<file path="src/rtl/sersub_pkg.sv">
// Shared types and helpers for the bit-serial subtractor.
package sersub_pkg;

    typedef enum logic [1:0] {
        IDLE = 2'd0,
        RUN  = 2'd1,
        DONE = 2'd2
    } state_t;

    // Bit-index counter width; never narrower than one bit.
    function automatic int cnt_width(input int width);
        int w;
        w = $clog2(width);
        return (w < 1) ? 1 : w;
    endfunction

endpackage

</file>
<file path="src/rtl/full_sub_cell.sv">
// One-bit full subtractor: d = a - b - bin, bout set when the bit borrows.
module full_sub_cell (
    input  logic a,
    input  logic b,
    input  logic bin,
    output logic d,
    output logic bout
);

    assign d    = a ^ b ^ bin;
    assign bout = (~a & b) | (~(a ^ b) & bin);

endmodule

</file>
<file path="src/rtl/serial_subtractor.sv">
// Bit-serial a-b, LSB first, one bit per clock through a single full_sub_cell.
// Define SERSUB_OVF_EN to add the signed-overflow output ovf.
module serial_subtractor
    import sersub_pkg::*;
#(
    parameter int WIDTH = 8
) (
    input  logic             clk,
    input  logic             rst_n,
    input  logic             start,
    input  logic [WIDTH-1:0] a,
    input  logic [WIDTH-1:0] b,
    output logic             busy,
    output logic             done,
    output logic [WIDTH-1:0] diff,
`ifdef SERSUB_OVF_EN
    output logic             borrow,
    output logic             ovf
`else
    output logic             borrow
`endif
);

    localparam int             CW       = cnt_width(WIDTH);
    localparam logic [CW-1:0]  LAST_CNT = CW'(WIDTH - 1);

    state_t           state;
    state_t           next_state;
    logic [WIDTH-1:0] a_reg;
    logic [WIDTH-1:0] b_reg;
    logic [WIDTH-1:0] diff_reg;
    logic [CW-1:0]    cnt;
    logic             bin_reg;
    logic             done_reg;
    logic             last_bit;
    logic             cell_a;
    logic             cell_b;
    logic             cell_d;
    logic             cell_bout;

    assign last_bit = (cnt == LAST_CNT);
    assign cell_a   = a_reg[cnt];
    assign cell_b   = b_reg[cnt];

    full_sub_cell u_cell (
        .a    (cell_a),
        .b    (cell_b),
        .bin  (bin_reg),
        .d    (cell_d),
        .bout (cell_bout)
    );

    always_ff @(posedge clk or negedge rst_n) begin
        if (!rst_n) begin
            state <= IDLE;
        end else begin
            state <= next_state;
        end
    end

    always_comb begin
        next_state = state;
        case (state)
            IDLE:    if (start) next_state = RUN;
            RUN:     if (last_bit) next_state = DONE;
            DONE:    next_state = IDLE;
            default: next_state = IDLE;
        endcase
    end

    // done is registered off the DONE state so it lands one cycle after RUN ends,
    // giving a fixed WIDTH+1 edge latency from the accepting edge.
    always_ff @(posedge clk or negedge rst_n) begin
        if (!rst_n) begin
            a_reg    <= '0;
            b_reg    <= '0;
            diff_reg <= '0;
            cnt      <= '0;
            bin_reg  <= 1'b0;
            done_reg <= 1'b0;
        end else begin
            done_reg <= (state == DONE);
            case (state)
                IDLE: begin
                    if (start) begin
                        a_reg   <= a;
                        b_reg   <= b;
                        bin_reg <= 1'b0;
                        cnt     <= '0;
                    end
                end
                RUN: begin
                    diff_reg <= {cell_d, diff_reg[WIDTH-1:1]};
                    bin_reg  <= cell_bout;
                    cnt      <= last_bit ? '0 : cnt + 1'b1;
                end
                default: ;
            endcase
        end
    end

`ifdef SERSUB_OVF_EN
    logic ovf_reg;

    // The bit shifted in on the last RUN cycle becomes diff's MSB.
    always_ff @(posedge clk or negedge rst_n) begin
        if (!rst_n) begin
            ovf_reg <= 1'b0;
        end else if (state == RUN && last_bit) begin
            ovf_reg <= (a_reg[WIDTH-1] != b_reg[WIDTH-1]) && (cell_d != a_reg[WIDTH-1]);
        end
    end

    assign ovf = ovf_reg;
`endif

    assign busy   = (state != IDLE);
    assign done   = done_reg;
    assign diff   = diff_reg;
    assign borrow = bin_reg;

endmodule
</file>
<file path="config.mk">
export PLATFORM = sky130hd
export DESIGN_NAME = serial_subtractor
export DESIGN_NICKNAME = d
export VERILOG_FILES = /design/src/rtl/sersub_pkg.sv /design/src/rtl/full_sub_cell.sv /design/src/rtl/serial_subtractor.sv
export SDC_FILE = /design/constraint.sdc
export NUM_CORES = 1
export LEC_CHECK = 0
export ABC_AREA = 0
export CAP_MARGIN = 10
export CORE_ASPECT_RATIO = 0.8
export CORE_UTILIZATION = 49
export DETAILED_ROUTE_END_ITERATION = 8
export MAX_ROUTING_LAYER = met4
export PLACE_DENSITY = 0.79
export SYNTH_ARGS = -nofsm -noshare
export SYNTH_HDL_FRONTEND = slang
export SYNTH_SLANG_ARGS = --single-unit
export TNS_END_PERCENT = 50
</file>
<file path="constraint.sdc">
create_clock -name clk -period 2.7 [get_ports clk]
set_input_delay 0.27 -clock clk [delete_from_list [all_inputs] [get_ports clk]]
set_output_delay 0.27 -clock clk [all_outputs]
set_load 0.1 [all_outputs]
</file>
==> results of run 1 <==
[stage by stage]
step	area, um2	std cells
after detailed placement	1670	148
after CTS	1740	156
after floorplan	1380	85
final	1740	156
after global placement	1670	148
after global routing	1740	156
[cell families after synthesis]
group,after synthesis
compound gates,5
fa+ha+maj,3
buf+inv,6
flops,31
mux,30
simple gates,10
[how the worst max path moves through the flow]
stage | slack (ps) | endpoint
4_1_cts | 440 | borrow$_DFFE_PN0P_
3_5_place_dp | 450 | borrow$_DFFE_PN0P_
6_report | 450 | borrow$_DFFE_PN0P_
3_3_place_gp | 530 | borrow$_DFFE_PN0P_
2_1_floorplan | 610 | borrow$_DFFE_PN0P_
5_1_grt | 390 | borrow$_DFFE_PN0P_
[synthesized netlist by cell type, drive strengths merged]
cell	n
or2	1
nor2	1
fa	1
nor3b	1
buf	4
nor4b	1
mux2	24
inv	2
nand2b	1
ha	2
and3b	3
mux2i	2
or3b	1
mux4	4
o21ai	1
nor2b	1
dfrtp	31
a31o	4
[critical path: cells and delay by family, from the launching register on]
kind,cells,cell delay [ps]
muxes,2,870
and+or+nand+nor,1,200
DFF,1,510
AOI/OAI and AO/OA,1,210
adders and majority gates,1,360
[cell type report]
class | count | area, um2
Clock buffer | 8 | 68.8
Fill cell | 209 | 820
Inverter | 2 | 7.51
Multi-Input combinational cell | 48 | 568
Sequential cell | 31 | 776
Tap cell | 36 | 45.0
Timing Repair Buffer | 31 | 278
[per-layer routing]
metal	vias up	global-route usage (%)
li1	383	-
met1	430	22.0
met2	24	29.3
met3	6	5.51
met4	0	10.0
met5	-	-
==> summary.txt, run 1 <==
Clock tree
  – H-tree lvl count: 2
  – CTS Hold Bufs: 0
  – Post-CTS Setup Bufs: 0
  – Post-CTS Resized: 0
  – Clock latency on the worst-skew pair: about 330 ps
  – Root buffer cell: clkbuf_4
  – Clock slew at reported path FFs: 100 ps
  – TritonCTS clock tree: done
  – Sink Count: 31
  – Clk buf depth: 2
  – Cts bufs inserted: 5

STA
  – Slew margin rel.: 74.7%
  – Worst-margin pin slew: 380 ps
  – Min Hold Slack: ~320 ps
  – Max-slew violation count: 0
  – Max Freq: 444 MHz
  – Final Critical Period: between 2000 and 2500 ps
  – Final worst-path cycle share: 83.3%
  – # setup viols final: 0
  – Clk_skew: roughly 13 ps
  – Final worst setup slack: between 400 and 500 ps
  – Setup TNS: 0 ps
  – Final hold violation count: 0
  – RSZ-0062 raised after global routing: no

Synthesis
  – Syn Area/Cell: between 15 and 20 um2
  – Synth Register Bits: 31
  – Sequential-to-total area share from yosys stat: 56.1%
  – Cell Area, Synth: 1380 um2
  – Yosys cell types: 19
  – Synth area leaders: dfrtp_1 (56%), mux2_2 (20%), mux4_1 (7.6%)
  – Area leader, netlist: dfrtp_1
  – Largest family of logic cells by synthesized area: multiplexers
  – Share of the synthesized area in the top cell type: 56.1%
  – Simple-gate share of the synthesized area: under 10%
  – Post-synthesis cell count: 85
  – Net count after synthesis: roughly 110
  – Synth Area in Compound Gates: approximately 2.9%
  – Synth Warn #: 0
  – Post-synthesis mux area share: 28.6%
  – Post-synthesis xor/xnor area fraction: 0%
  – Adder-cell share of the synthesized area: around 3.3%

GRT
  – Antenna violations before repair: 0
  – First-pass GRT wire length: 3820 um
  – Number of global-route vias before repair: between 800 and 900
  – Pin count of the biggest net entering global routing: 32
  – Total gr overflow: 0
  – Gr usage total: 18.9%

Worst setup path
  – CP endpoint kind: flip-flop
  – Crit-path max FO: 7
  – Critical path class: reg -> reg
  – Slowest CP cell: mux4_1
  – Critical Path Start Type: flip-flop
  – R2r startpoint: cnt[0]$_DFFE_PN0P_
  – CP Cell Sequence: mux4_1 -> mux2_2 -> fa_1 -> and3b_1 -> a31o_2
  – Worst Path Required: 2930 ps
  – Worst r2r dst: borrow$_DFFE_PN0P_
  – Critical path arrival: 2480 ps
  – CP startpoint: cnt[0]$_DFFE_PN0P_
  – Crit-path max cell delay: 590 ps
  – Worst reg2reg path depth: 5
  – R2R Setup Slk: 450 ps

Placement
  – Setup WS pre-CTS: around 450 ps
  – Port bufs: 29
  – Dpl hpwl: 1730 um
  – Placer Congestion: 0.799

Drt
  – Total wire length: 2350 um
  – Detailed-route via count: 843
  – Metal2 WL: 1230 um
  – Drt first pass iters: 4
  – M1 WL: between 900 and 1000 um
  – Top Layer Used: met4
  – DR iter-0 viols: 4
  – Post-route ant nets: 0
  – Vias per std cell: 5.40
  – Drt drc: 0
  – Drt wl/cell: 15.1 um
  – Met3 Wirelength: roughly 110 um

Run
  – Max Cap Viol: 0

Final layout
  – Final Core Density: 68.0%
  – Layout cell share with drive strength beyond 1: 42.5%
  – Diodes inserted: 0
  – Area growth from synthesis to layout: 25.9%
  – Most frequent cells in the layout: dfrtp_1 (31), mux2_2 (24), clkdlybuf4s50_1 (18)
  – Commonest non-fill, non-tap cell in the layout: dfrtp_1
  – Final net count: between 100 and 150

Die
  – Initial Util: a little over half
  – I/O pins: 30
  – Die width: around 61 um
  – Core footprint: 2560 um2
  – Die height: 49.5 um
  – Die area: 3040 um2
  – Cell row count: 16

Hold path
  – Worst min path class: in -> async

Outcome
  – Status: completed
Power of run 1 is not shown: default switching activity piles up to over one toggle a cycle in this logic, so the estimate is an artifact.
==> run 2, diff against run 1 <==
Settings changed: CORE_UTILIZATION 49 to 44, PLACE_DENSITY 0.79 to 0.75.
Clock period 2.7 ns to 1.9 ns, I/O delays scaled along.
==> summary.txt, run 2 (synthesis results as in run 1) <==
GRT
  – Met1 global-route usage: 21.4% (-0.62 points)
  – Antenna violations before repair: 0 (unchanged)
  – First-pass GRT wire length: 4020 um (+5.2%)
  – Most used routing layer: met2
  – Pin count of the biggest net entering global routing: 32 (unchanged)
  – Gr usage total: 17.6% (-1.3 points)
  – Number of global-route vias before repair: 843 (-2.5%)
  – Grt met3 use: 7.89% (+2.4 points)
  – Met2 Track Usage GR: 25.7% (-3.7 points)
  – Total gr overflow: 0 (unchanged)

Final layout
  – Area growth from synthesis to layout: 29.1%
  – Commonest non-fill, non-tap cell in the layout: dfrtp_1
  – Layout fillers: 230 (+10%)
  – Final net count: 143 (+1.4%)
  – Multi-input gate area: 563 um2 (-0.88%)
  – Layout cell share with drive strength beyond 1: 49.2% (+6.7 points)
  – Storage cell area: 776 um2 (unchanged)
  – Most frequent cells in the layout: dfrtp_1 (31), mux2_2 (23), clkdlybuf4s50_1 (18)
  – Diodes inserted: 0 (unchanged)

Drt
  – Post-route ant nets: 0 (unchanged)
  – Drt first pass iters: 4 (unchanged)
  – Drt wl/cell: 14.5 um (-4.1%)
  – Drt drc: 0 (unchanged)
  – DR iter-0 viols: 36 (+32)
  – Vias per std cell: 5.08 (-6.0%)
  – Detailed-route via count: 813 (-3.6%)
  – Total wire length: 2310 um (-1.7%)

Worst setup path
  – Critical path arrival: 2200 ps (-280 ps)
  – CP Cell Sequence: mux4_2 -> mux2_4 -> fa_2 -> and3b_1 -> a31o_2
  – Crit-path max FO: 3 (-4)
  – Worst Path Required: 2060 ps (-870 ps)
  – Crit-path max cell delay: 510 ps (-80 ps)
  – Slowest CP cell: mux4_2
  – CP endpoint kind: flip-flop
  – Worst reg2reg path depth: 5 (unchanged)
  – Critical Path Start Type: flip-flop
  – Critical path class: reg -> reg

Placement
  – Port bufs: 29 (unchanged)
  – Placer Congestion: 0.857 (+7.2%)
  – Dpl hpwl: 1680 um (-3.4%)

Outcome
  – Status: finished, violations left
  – Failing checks: negative setup slack

Clock tree
  – Clock latency on the worst-skew pair: 280 ps (-50 ps)
  – Cts bufs inserted: 5 (unchanged)
  – TritonCTS clock tree: done
  – Sink Count: 31 (unchanged)
  – Clock slew at reported path FFs: 70 ps (-30 ps)
  – Root buffer cell: clkbuf_8
  – Clk buf depth: 2 (unchanged)
  – CTS Hold Bufs: 0 (unchanged)
  – H-tree lvl count: 2 (unchanged)

Die
  – Core footprint: 2870 um2 (+12%)
  – Die area: 3370 um2 (+11%)
  – Cell row count: 17 (+1)
  – Die width: 64.7 um (+5.3%)
  – Initial Util: 48.2% (-5.8 points)
  – Die height: 52.2 um (+5.3%)
  – I/O pins: 30 (unchanged)

STA
  – Clk_skew: 7.18 ps (-5.54 ps)
  – Max-slew violation count: 0 (unchanged)
  – Final worst-path cycle share: 107% (+24 points)
  – Worst-margin pin slew: 382 ps (+1.70 ps)
  – Max Freq: 492 MHz (+11%)
  – Slew margin rel.: 74.6% (-0.11 points)
  – Final worst setup slack: -131 ps (-581 ps)
  – # setup viols final: 2 (+2)
  – Final Critical Period: 2030 ps (-219 ps)
  – RSZ-0062 raised after global routing: yes
  – Min Hold Slack: 290 ps (-30.3 ps)
  – Final hold violation count: 0 (unchanged)

Run
  – Max Cap Viol: 0 (unchanged)

Hold path
  – Worst min path class: in -> async
## run 2: changes by cell type in the layout (fill, tap and decap cells not counted), moves of 3 or more
cell      previous run  this run
clkbuf_4             5         0
mux4_1               4         0
mux4_2               0         4
clkbuf_8             2         5
clkinv_2             0         3
## run 2: critical path: cells and delay by family (launching register included)
kind	cells	cell delay [ps]
mux	2	790
flops	1	420
fa+ha+maj	1	320
compound gates	1	210
simple gates	1	180
## run 2: layout make-up
cell class | count | area share (%)
multi-input combinational | 48 | 31.5
tap | 38 | 2.66
clock buffer | 5 | 3.85
clock inverter | 3 | 0.840
timing repair buffer | 33 | 17.3
sequential | 31 | 43.4
inverter | 2 | 0.420
## run 2: repair_timing
item | CTS | global route
cloned | 0 | 0
gates resized for setup | 4 | 0
setup endpoints to repair | 2 | 2
buffers inserted | 0 | 0
## run 2: final timing paths
kind | slack [ps] | end | start
worst min register to register | 510 | diff[0]$_DFFE_PN0N_ | diff[0]$_DFFE_PN0N_
worst min-delay path | 290 | diff[1]$_DFFE_PN0N_ | rst_n
max in group asynchronous | 1320 | diff[7]$_DFFE_PN0N_ | rst_n
worst max register to register | -130 | borrow$_DFFE_PN0P_ | cnt[0]$_DFFE_PN0P_
min in group clk | 510 | diff[0]$_DFFE_PN0N_ | diff[0]$_DFFE_PN0N_
worst max-delay path | -130 | borrow$_DFFE_PN0P_ | cnt[0]$_DFFE_PN0P_
## run 2: through the flow
step	TNS [ps]	utilization [%]	std cells	setup slack [ps]	area, um2
finish	-195	62.2	160	-131	1790
global route	-368	62.2	160	-207	1790
CTS	-225	62.2	160	-148	1790
detailed placement	-277	59.3	152	-168	1700
global placement	-170	59.3	152	-94.3	1700
floorplan	-130	-	85	-120	1380
## run 2: layer usage
metal	vias to the layer above	share of wire, %
met3	0	5.2
li1	384	-
met2	21	49
met1	408	45
met5	-	0
met4	0	0
Power of run 2 is left out for the same reason.
